### src/rtl/axis_register_slice.sv
// Fully registered stream pipeline stage: valid, data and ready are all driven from flops,
// with a main + skid store so one beat per cycle is sustained at 1-cycle latency.
//
// state | meaning
// EMPTY | nothing held; in_ready=1 (after the first post-reset cycle), out_valid=0
// BUSY  | one beat in main; in_ready=1, out_valid=1
// FULL  | main and skid both hold beats; in_ready=0, out_valid=1
module axis_register_slice #(
  parameter int DATA_WIDTH = 32
) (
  input  logic                  clk,
  input  logic                  resetn,
  input  logic [DATA_WIDTH-1:0] in_data,
  input  logic                  in_valid,
  output logic                  in_ready,
  output logic [DATA_WIDTH-1:0] out_data,
  output logic                  out_valid,
  input  logic                  out_ready,
  output logic [1:0]            level
);

  typedef enum logic [1:0] {
    EMPTY = 2'd0,
    BUSY  = 2'd1,
    FULL  = 2'd2
  } state_t;

  state_t                r_state;
  logic [DATA_WIDTH-1:0] r_main;
  logic [DATA_WIDTH-1:0] r_skid;
  logic                  r_in_ready;
  logic                  r_out_valid;
  logic [1:0]            r_level;

  logic w_in_xfer;
  logic w_out_xfer;

  assign w_in_xfer  = in_valid && r_in_ready;
  assign w_out_xfer = r_out_valid && out_ready;

  // in_ready resets low and only rises on the first clean edge, giving one dead cycle after reset
  always_ff @(posedge clk) begin
    if (!resetn) begin
      r_state     <= EMPTY;
      r_main      <= '0;
      r_skid      <= '0;
      r_in_ready  <= 1'b0;
      r_out_valid <= 1'b0;
      r_level     <= 2'd0;
    end else begin
      case (r_state)
        EMPTY: begin
          r_in_ready <= 1'b1;
          if (w_in_xfer) begin
            r_main      <= in_data;
            r_state     <= BUSY;
            r_out_valid <= 1'b1;
            r_level     <= 2'd1;
          end
        end

        BUSY: begin
          if (w_in_xfer && w_out_xfer) begin
            r_main <= in_data;
          end else if (w_in_xfer) begin
            r_skid     <= in_data;
            r_state    <= FULL;
            r_in_ready <= 1'b0;
            r_level    <= 2'd2;
          end else if (w_out_xfer) begin
            r_state     <= EMPTY;
            r_out_valid <= 1'b0;
            r_level     <= 2'd0;
          end
        end

        FULL: begin
          // in_ready is low here, so only the downstream side can move
          if (w_out_xfer) begin
            r_main     <= r_skid;
            r_state    <= BUSY;
            r_in_ready <= 1'b1;
            r_level    <= 2'd1;
          end
        end

        default: begin
          r_state     <= EMPTY;
          r_in_ready  <= 1'b0;
          r_out_valid <= 1'b0;
          r_level     <= 2'd0;
        end
      endcase
    end
  end

  assign in_ready  = r_in_ready;
  assign out_valid = r_out_valid;
  assign out_data  = r_main;
  assign level     = r_level;

endmodule

### config.mk
export PLATFORM = sky130hd
export DESIGN_NAME = axis_register_slice
export DESIGN_NICKNAME = d
export VERILOG_FILES = /design/src/rtl/axis_register_slice.sv
export SDC_FILE = /design/constraint.sdc
export NUM_CORES = 1
export LEC_CHECK = 0
export ABC_AREA = 1
export BUFFER_PORTS_ARGS = -buffer_cell sky130_fd_sc_hd__buf_2
export CORE_ASPECT_RATIO = 1.2
export CORE_MARGIN = 2
export CORE_UTILIZATION = 55
export DETAILED_ROUTE_END_ITERATION = 8
export HOLD_SLACK_MARGIN = 0.08
export PLACE_DENSITY = 0.88
export SYNTH_ARGS = -nofsm -noshare
export SYNTH_HDL_FRONTEND = slang
export SYNTH_SLANG_ARGS = --single-unit
export TNS_END_PERCENT = 50
### constraint.sdc
create_clock -name clk -period 1.85 [get_ports clk]
set_input_delay 0.185 -clock clk [delete_from_list [all_inputs] [get_ports clk]]
set_output_delay 0.185 -clock clk [all_outputs]
set_load 0.02 [all_outputs]
==> out/results.tsv, run 1 <==
metric	value	unit
layout-drive-gt1-share	0.186	
dieArea	0.00605	mm²
cts.sinks	68	
synth_top_area_share	0.454	
drv_slew	0	
fmax	0.664	GHz
endpoint_kind	flip-flop	
insertion_delay	0.34	ns
synth_compound_area_frac	0.172	
min_path_type	in -> reg	
worst-path-buf-inv	2	
vdd_drop_max	0.608	mV
die_h	84.8	µm
routed_wl	6200	µm
mappedNetlistArea	0.00300	mm²
hpwl	4140	µm
ys_seq_elements	68	
r2r_setup_slack	0.34	ns
relSlewSlack	0.729	
ios	72	
root_buffer	clkbuf_8	
antenna_found_initial	0	
synth_area_leaders	dfxtp_1 (45%), nand2_1 (14%), inv_1 (8.4%), nor2_1 (8.3%), o21ai_1 (6.2%)	
seq_area_frac_synth	0.454	
cp.required	2.08	ns
firstDrtPassIters	4	
synth_xor_area_frac	0	
status	finished clean	
path_delay_family	simple AND/OR/NAND/NOR gates	
synth_fa_ha_area_frac	0	
portBuffers	71	
dpl-instance-area	0.00335	mm²
grt_first_pass_wirelength	10500	µm
synth_mux_area_frac	0	
ant_nets	0	
drt-vias-per-instance	4.88	
grt_max_degree	47	
gp_congestion	0.812	
cp_max_fo	28	
layout_common_cells	nand2_1 (107), buf_2 (71), dfxtp_1 (68)	
grt_pass1_vias	2514	
setup_viol	0	
fin_crit_sh	0.814	
place_ws	0.375	ns
coreArea	0.00526	mm²
first_iter_violations	205	
cts_setup_buffers	0	
synth_top_family_by_area	simple AND/OR/NAND/NOR gates	
synth.avg_cell_area	6.70	µm²
wire_per_inst	10.8	µm
hold_buffers	0	
cts_made_buffers	9	
crit_type	reg -> reg	
area_growth	17.2	%
max_stage_delay	0.45	ns
yosysTopAreaCell	dfxtp_1	
ys_types	16	
start_util	0.569	
drc_errors	0	
leakagePower	1.78	nW
synth_warnings	0	
period_needed	1.51	ns
fin_setup_tns	0	ns
die_w	71.4	µm
final_common_cell	nand2_1	
vias	2800	
hold_violations	0	
n_antenna_cell	0	
powerDensity	970	mW/mm²
clock_skew	0.00822	ns
maxCapViolCount	0	
cp_slowest_cell	dfxtp_1	
cts.htree.levels	3	
clkTransAtPathRegs	0.07	ns
worst_pin_slew	0.406	ns
fin_area	0.00351	mm²
cp-start-kind	flip-flop	
setup_ws	0.344	ns
post_cts_resized	0	
grt_usage	0.215	
cts_tree	done	
cts_buffer_depth	2	
rsz0062_at_grt	no	
nets	545	
fillers	434	
grt-ovfl-total	0	
fin_hold_ws	0.130	ns
cp_data_arrival_time	1.74	ns
final_util	0.667	
netlist_instances	447	
crit_chain	inv_2 > nand2_2 > o21ai_1 > nand2_2 > buf_12 > nand2_1 > nand2_1 > nor2_1	
syn-num-nets	483	
fp-row-count	29	
synthSimpleGateAreaFrac	0.232	
-- layer usage --
metal,share of wire,track usage,vias to the layer above
li1,-,-,1490
met1,0.44,0.260,1219
met2,0.48,0.367,77
met3,0.056,0.0368,14
met4,0.022,0.106,0
met5,0,0,-
-- cell usage after synthesis --
library cell	n
nand2_1	108
dfxtp_1	68
inv_1	67
nor2_1	66
o21ai_1	37
a21oi_1	36
o21ai_0	30
buf_2	11
clkbuf_1	8
buf_6	6
nand3_1	4
buf_4	2
inv_2	1
nand2_2	1
nand3_2	1
nor2_2	1
-- cell type report --
class	count	area [µm²]	share of cell area
Inverter	68	255	0.0727
Multi-Input combinational cell	284	1210	0.346
Sequential cell	68	1360	0.388
Tap cell	62	77.6	0.0221
Clock buffer	12	145	0.0413
Timing Repair Buffer	78	445	0.127
Clock inverter	2	12.5	0.00356
-- registers in the layout, indices dropped and copies added (netlist names) --
| register | flops |
|---|---|
| out_valid | 1 |
| level | 2 |
| in_ready | 1 |
| out_data | 32 |
| r_skid | 32 |
-- where the power goes --
| part | total, mW | internal [mW] | switching [mW] |
|---|---|---|---|
| Clock | 1.01 | 0.507 | 0.508 |
| Combinational | 0.737 | 0.263 | 0.474 |
| Sequential | 1.66 | 1.59 | 0.0609 |
-- worst min-delay path: cells and delay by family --
kind / cells / cell delay [ns]
AOI/OAI and AO/OA: 2 / 0.16
buffers and inverters: 1 / 0.09
-- cells by family (layout without fill, tap and decap cells) --
kind of cell,Yosys count,after routing
buffers and inverters,95,160
DFF,68,68
AOI/OAI and AO/OA,103,103
and+or+nand+nor,181,181
-- final timing paths --
| kind | startpoint | endpoint | cells past startpoint |
|---|---|---|---|
| min reg2reg | r_skid[12] | r_skid[12] | 2 |
| max reg2reg | level[0] | out_data[23] | 8 |
| max | level[0] | out_data[23] | 8 |
| min | in_data[9] | r_skid[9] | 3 |
-- stage by stage --
step | power, mW | cells
after global routing | 3.59 | 574
final | 3.41 | 574
after detailed placement | 2.42 | 560
after floorplan | 2.20 | 447
after global placement | 2.40 | 560
after CTS | 3.43 | 574
No activity file was read; power rests on OpenSTA's default activity.
==> inputs of run 2 (changes only) <==
CORE_UTILIZATION = 53   (was 55)
PLACE_DENSITY = 0.85   (was 0.88)
clock period = 1.4 ns   (was 1.85 ns; I/O delays follow)
==> out/results.tsv, run 2 (synthesis gave the netlist of run 1 again) <==
metric	value	unit	change
fp-row-count	30		+3.4%
cts.sinks	68		unchanged
layout-drive-gt1-share	0.193		+0.00706
path_delay_family	flip-flops		
setup_viol	0		unchanged
dpl-instance-area	0.00336	mm²	about the same
fin_setup_tns	0	ns	unchanged
maxCapViolCount	0		unchanged
cp_slowest_cell	dfxtp_1		
vias	2800		unchanged
ant_nets	0		unchanged
n_antenna_cell	0		unchanged
vdd_drop_max	0.827	mV	+36%
crit_type	reg -> reg		
fin_area	0.00357	mm²	+1.6%
cts_setup_buffers	0		unchanged
cp.required	1.68	ns	-0.40 ns
fin_crit_sh	0.941		+0.127
antenna_found_initial	0		unchanged
rsz0062_at_grt	no		
hpwl	3910	µm	-5.5%
wire_per_inst	10.8	µm	-0.31%
layout_common_cells	nand2_1 (107), buf_2 (71), dfxtp_1 (68)		
clkTransAtPathRegs	0.07	ns	about the same
fillers	508		+17%
drv_slew	0		unchanged
clock_skew	0.00677	ns	-0.00145 ns
max_stage_delay	0.50	ns	+0.05 ns
worst_pin_slew	0.304	ns	-0.102 ns
grt_first_pass_wirelength	10700	µm	+2.3%
final_common_cell	nand2_1		
ios	72		unchanged
powerDensity	1340	mW/mm²	+38%
dieArea	0.00627	mm²	+3.6%
min-delay-start	in_data[27]		
endpoint_kind	flip-flop		
status	finished clean		
cts_buffer_depth	2		unchanged
coreArea	0.00556	mm²	+5.6%
routed_wl	6230	µm	+0.39%
die_h	86.4	µm	+1.8%
drt-vias-per-instance	4.84		-0.69%
grt_pass1_vias	2614		+4.0%
worst-path-buf-inv	1		-1
power	4.79	mW	+41%
fmax	0.759	GHz	+14%
fin_hold_ws	0.0788	ns	-0.0508 ns
cp_max_fo	20		-29%
leakagePower	1.81	nW	+1.5%
grt_usage	0.213		-0.00192
r2r_setup_slack	0.08	ns	-0.26 ns
grt_max_degree	68		+45%
cp-start-kind	flip-flop		
first_iter_violations	167		-19%
grt-ovfl-total	0		unchanged
firstDrtPassIters	4		unchanged
min_path_type	in -> reg		
post_cts_resized	0		unchanged
nets	545		unchanged
portBuffers	71		unchanged
cts.htree.levels	3		unchanged
root_buffer	clkbuf_8		
hold_violations	0		unchanged
cts_tree	done		
area_growth	19.0	%	
reg2reg_from	level[1]		
gp_congestion	0.827		+1.9%
drc_errors	0		unchanged
hold_buffers	0		unchanged
die_w	72.6	µm	+1.8%
crit_chain	nand2_2 > o21ai_1 > nand2_2 > buf_4 > nand2_1 > nand2_1 > nor2_1		
start_util	0.539		-0.0301
relSlewSlack	0.797		+0.0676
cp_data_arrival_time	1.59	ns	-0.15 ns
period_needed	1.32	ns	-0.189 ns
cts_made_buffers	9		unchanged
crit_path_start	level[1]		
insertion_delay	0.34	ns	about the same
==> run 2: metrics by stage <==
| stage | cells | worst slack, ns | utilization |
|---|---|---|---|
| finish | 578 | 0.0822 | 0.642 |
| global route | 578 | 0.00570 | 0.642 |
| CTS | 578 | 0.0576 | 0.641 |
| detailed placement | 562 | 0.102 | 0.604 |
| global placement | 562 | 0.178 | 0.604 |
| floorplan | 447 | 0.0204 | - |
==> run 2: worst paths after layout <==
| check | to | cells after the start |
|---|---|---|
| min | r_skid[27] | 3 |
| min reg2reg | r_skid[27] | 2 |
| max | out_data[11] | 7 |
| max reg2reg | out_data[11] | 7 |
==> run 2: worst reg2reg max path: stages (launching register included) <==
cell     delay (ns)
dfxtp_1        0.50
nand2_2        0.13
o21ai_1        0.12
nand2_2        0.09
buf_4          0.21
nand2_1        0.07
nand2_1        0.04
nor2_1         0.10
==> run 2: area by class of cell <==
type,instances,area [µm²],share of cell area
flip-flops and latches,68,1360,0.382
well taps,64,80.1,0.0225
multi-input cells,284,1210,0.340
repair buffers,78,453,0.127
clock buffers,12,155,0.0435
inverters,68,255,0.0716
clock inverters,4,47.5,0.0133
==> run 2: power by group <==
group | leakage [nW] | internal, mW | switching, mW
sequential | 0.555 | 2.11 | 0.0702
combinational | 1.15 | 0.346 | 0.634
clock | 0.102 | 0.914 | 0.718
total | 1.81 | 3.37 | 1.42
==> run 2: layer usage <==
metal / track usage / share of wire / up-vias
met3: 0.0628 / 0.055 / 13
met5: 0 / 0 / -
li1: - / - / 1491
met2: 0.362 / 0.48 / 64
met4: 0.0892 / 0.025 / 0
met1: 0.249 / 0.44 / 1232
==> inputs of run 3 (changes only) <==
CORE_MARGIN = 3   (was 2)
PLACE_DENSITY = 0.79   (was 0.85)
clock period = 1.34 ns   (was 1.4 ns; I/O delays follow)
==> out/results.tsv, run 3 (synthesis gave the netlist of run 1 again) <==
metric	value	unit	change
drt-vias-per-instance	4.89		+0.87%
wl_met1	3000	µm	+10%
maxUsedRoutingLayer	met4		
reg2reg_to	out_data[18]		
routed_wl	7110	µm	+14%
cp_slowest_cell	dfxtp_4		
vias	2888		+3.1%
cts.htree.levels	3		unchanged
vdd_drop_max	0.861	mV	+4.1%
fillers	455		-10%
clock_skew	0.00970	ns	+0.00294 ns
path_depth	8		+1
cts.sinks	68		unchanged
path_delay_family	simple AND/OR/NAND/NOR gates		
worst-path-buf-inv	2		+1
min_path_type	in -> reg		
p_int	3.57	mW	+6.0%
cp.required	1.60	ns	-0.08 ns
relSlewSlack	0.739		-0.0579
fin_setup_tns	0	ns	unchanged
setup_viol	0		unchanged
coreArea	0.00537	mm²	-3.3%
insertion_delay	0.34	ns	about the same
powerDensity	1340	mW/mm²	-0.24%
worst_pin_slew	0.391	ns	+0.0873 ns
portBuffers	71		unchanged
gp_congestion	0.728		-12%
ios	72		unchanged
p_clk_frac	0.324		-0.017
final_common_cell	nand2_1		
die_w	74.6	µm	+2.8%
root_buffer	clkbuf_8		
fmax	0.778	GHz	+2.5%
final_util	0.712		+0.0697
layout_common_cells	nand2_1 (105), buf_2 (71), inv_1 (66), nor2_1 (66), dfxtp_1 (65)		
drv_slew	0		unchanged
layout-drive-gt1-share	0.210		+0.0172
cts_tree	done		
reg2reg_from	level[0]		
grt_usage	0.199		-0.0139
max_stage_delay	0.37	ns	-0.13 ns
cp_max_fo	12		-40%
endpoint_kind	flip-flop		
hpwl	4030	µm	+3.2%
comb_power_share	0.229		+0.024
seq_power_share	0.447		-0.007
seq_area	0.00137	mm²	+0.64%
grt-ovfl-total	0		unchanged
first_iter_violations	169		+1.2%
p_switching	1.55	mW	+9.0%
antenna_found_initial	0		unchanged
n_antenna_cell	0		unchanged
nets	560		+2.8%
cts_buffer_depth	2		unchanged
fin_hold_ws	0.0924	ns	+0.0136 ns
cp_data_arrival_time	1.55	ns	-0.04 ns
route.met2.wl	3530	µm	+17%
maxCapViolCount	0		unchanged
dr_wl_met3	527	µm	+54%
multi_input_area	0.00124	mm²	+2.3%
endpoint	out_data[18]		
grt_first_pass_wirelength	10200	µm	-4.5%
rr_worst_depth	8		+1
hold_violations	0		unchanged
firstDrtPassIters	5		+1
clkTransAtPathRegs	0.07	ns	about the same
grt_max_degree	65		-4.4%
fin_crit_sh	0.960		+0.0185
grt_pass1_vias	2436		-6.8%
wire_per_inst	12.0	µm	+12%
crit_chain	inv_4 > nand2_4 > o21ai_2 > nand2_4 > buf_12 > nand2_1 > nand2_1 > nor2_1		
period_needed	1.29	ns	-0.0317 ns
crit_path_start	level[0]		
drc_errors	0		unchanged
cts_made_buffers	9		unchanged
start_util	0.558		+0.0186
die_h	88.4	µm	+2.3%
fp-row-count	29		-3.3%
p_sw_frac	0.303		+0.00586
cp-start-kind	flip-flop		
area_growth	27.6	%	
cts_setup_buffers	0		unchanged
min_path_cells	3		unchanged
crit_type	reg -> reg		
dieArea	0.00659	mm²	+5.1%
ant_nets	0		unchanged
r2r_setup_slack	0.05	ns	-0.03 ns
leakagePower	1.93	nW	+6.6%
status	finished clean		
## run 3: worst min path at each step
stage,startpoint,endpoint,slack [ns]
finish,in_data[10],r_skid[10],0.09
global route,in_data[11],r_skid[11],0.11
CTS,in_data[10],r_skid[10],0.08
detailed placement,in_data[5],r_skid[5],0.42
global placement,in_data[9],r_skid[9],0.42
floorplan,in_data[25],r_skid[25],0.31
## run 3: what timing repair did
item                       CTS  global route
hold endpoints to repair     9             0
hold buffers                 9             0
pin swaps                    0             2
setup endpoints to repair    1            41
cloned                       0             6
resized for setup            1            15
## run 3: worst min-delay path, stage by stage
cell	delay, ns
buf_2	0.09
o21ai_1	0.07
a21oi_1	0.10
## run 3: through the flow
step / worst slack (ns) / area, µm² / total power [mW] / std cells
detailed placement: 0.0172 / 3380 / 3.35 / 560
finish: 0.0539 / 3820 / 5.12 / 591
global placement: 0.0987 / 3380 / 3.32 / 560
floorplan: 0.00413 / 3000 / 3.03 / 447
global route: -0.00107 / 3820 / 5.40 / 591
CTS: 0.0101 / 3660 / 5.03 / 585
## run 3: area by class of cell
| class | count | area share |
|---|---|---|
| flip-flops and latches | 68 | 0.359 |
| multi-input cells | 284 | 0.325 |
| repair buffers | 93 | 0.178 |
| inverters | 68 | 0.0675 |
| clock buffers | 12 | 0.0380 |
| well taps | 62 | 0.0203 |
| clock inverters | 4 | 0.0128 |
## run 3: power by group through the flow
| stage | Clock (mW) | Sequential [mW] | Combinational [mW] |
|---|---|---|---|
| CTS | 1.69 | 2.29 | 1.05 |
| finish | 1.66 | 2.29 | 1.17 |
| global route | 1.78 | 2.31 | 1.31 |
| detailed placement | 0 | 2.33 | 1.02 |
| global placement | 0 | 2.32 | 0.996 |
| floorplan | 0 | 2.50 | 0.537 |
## run 3: metal layers
layer | vias to the layer above | GRT usage
met5 | - | 0
met2 | 96 | 0.337
met4 | 0 | 0.0906
li1 | 1526 | -
met1 | 1261 | 0.234
met3 | 5 | 0.0534
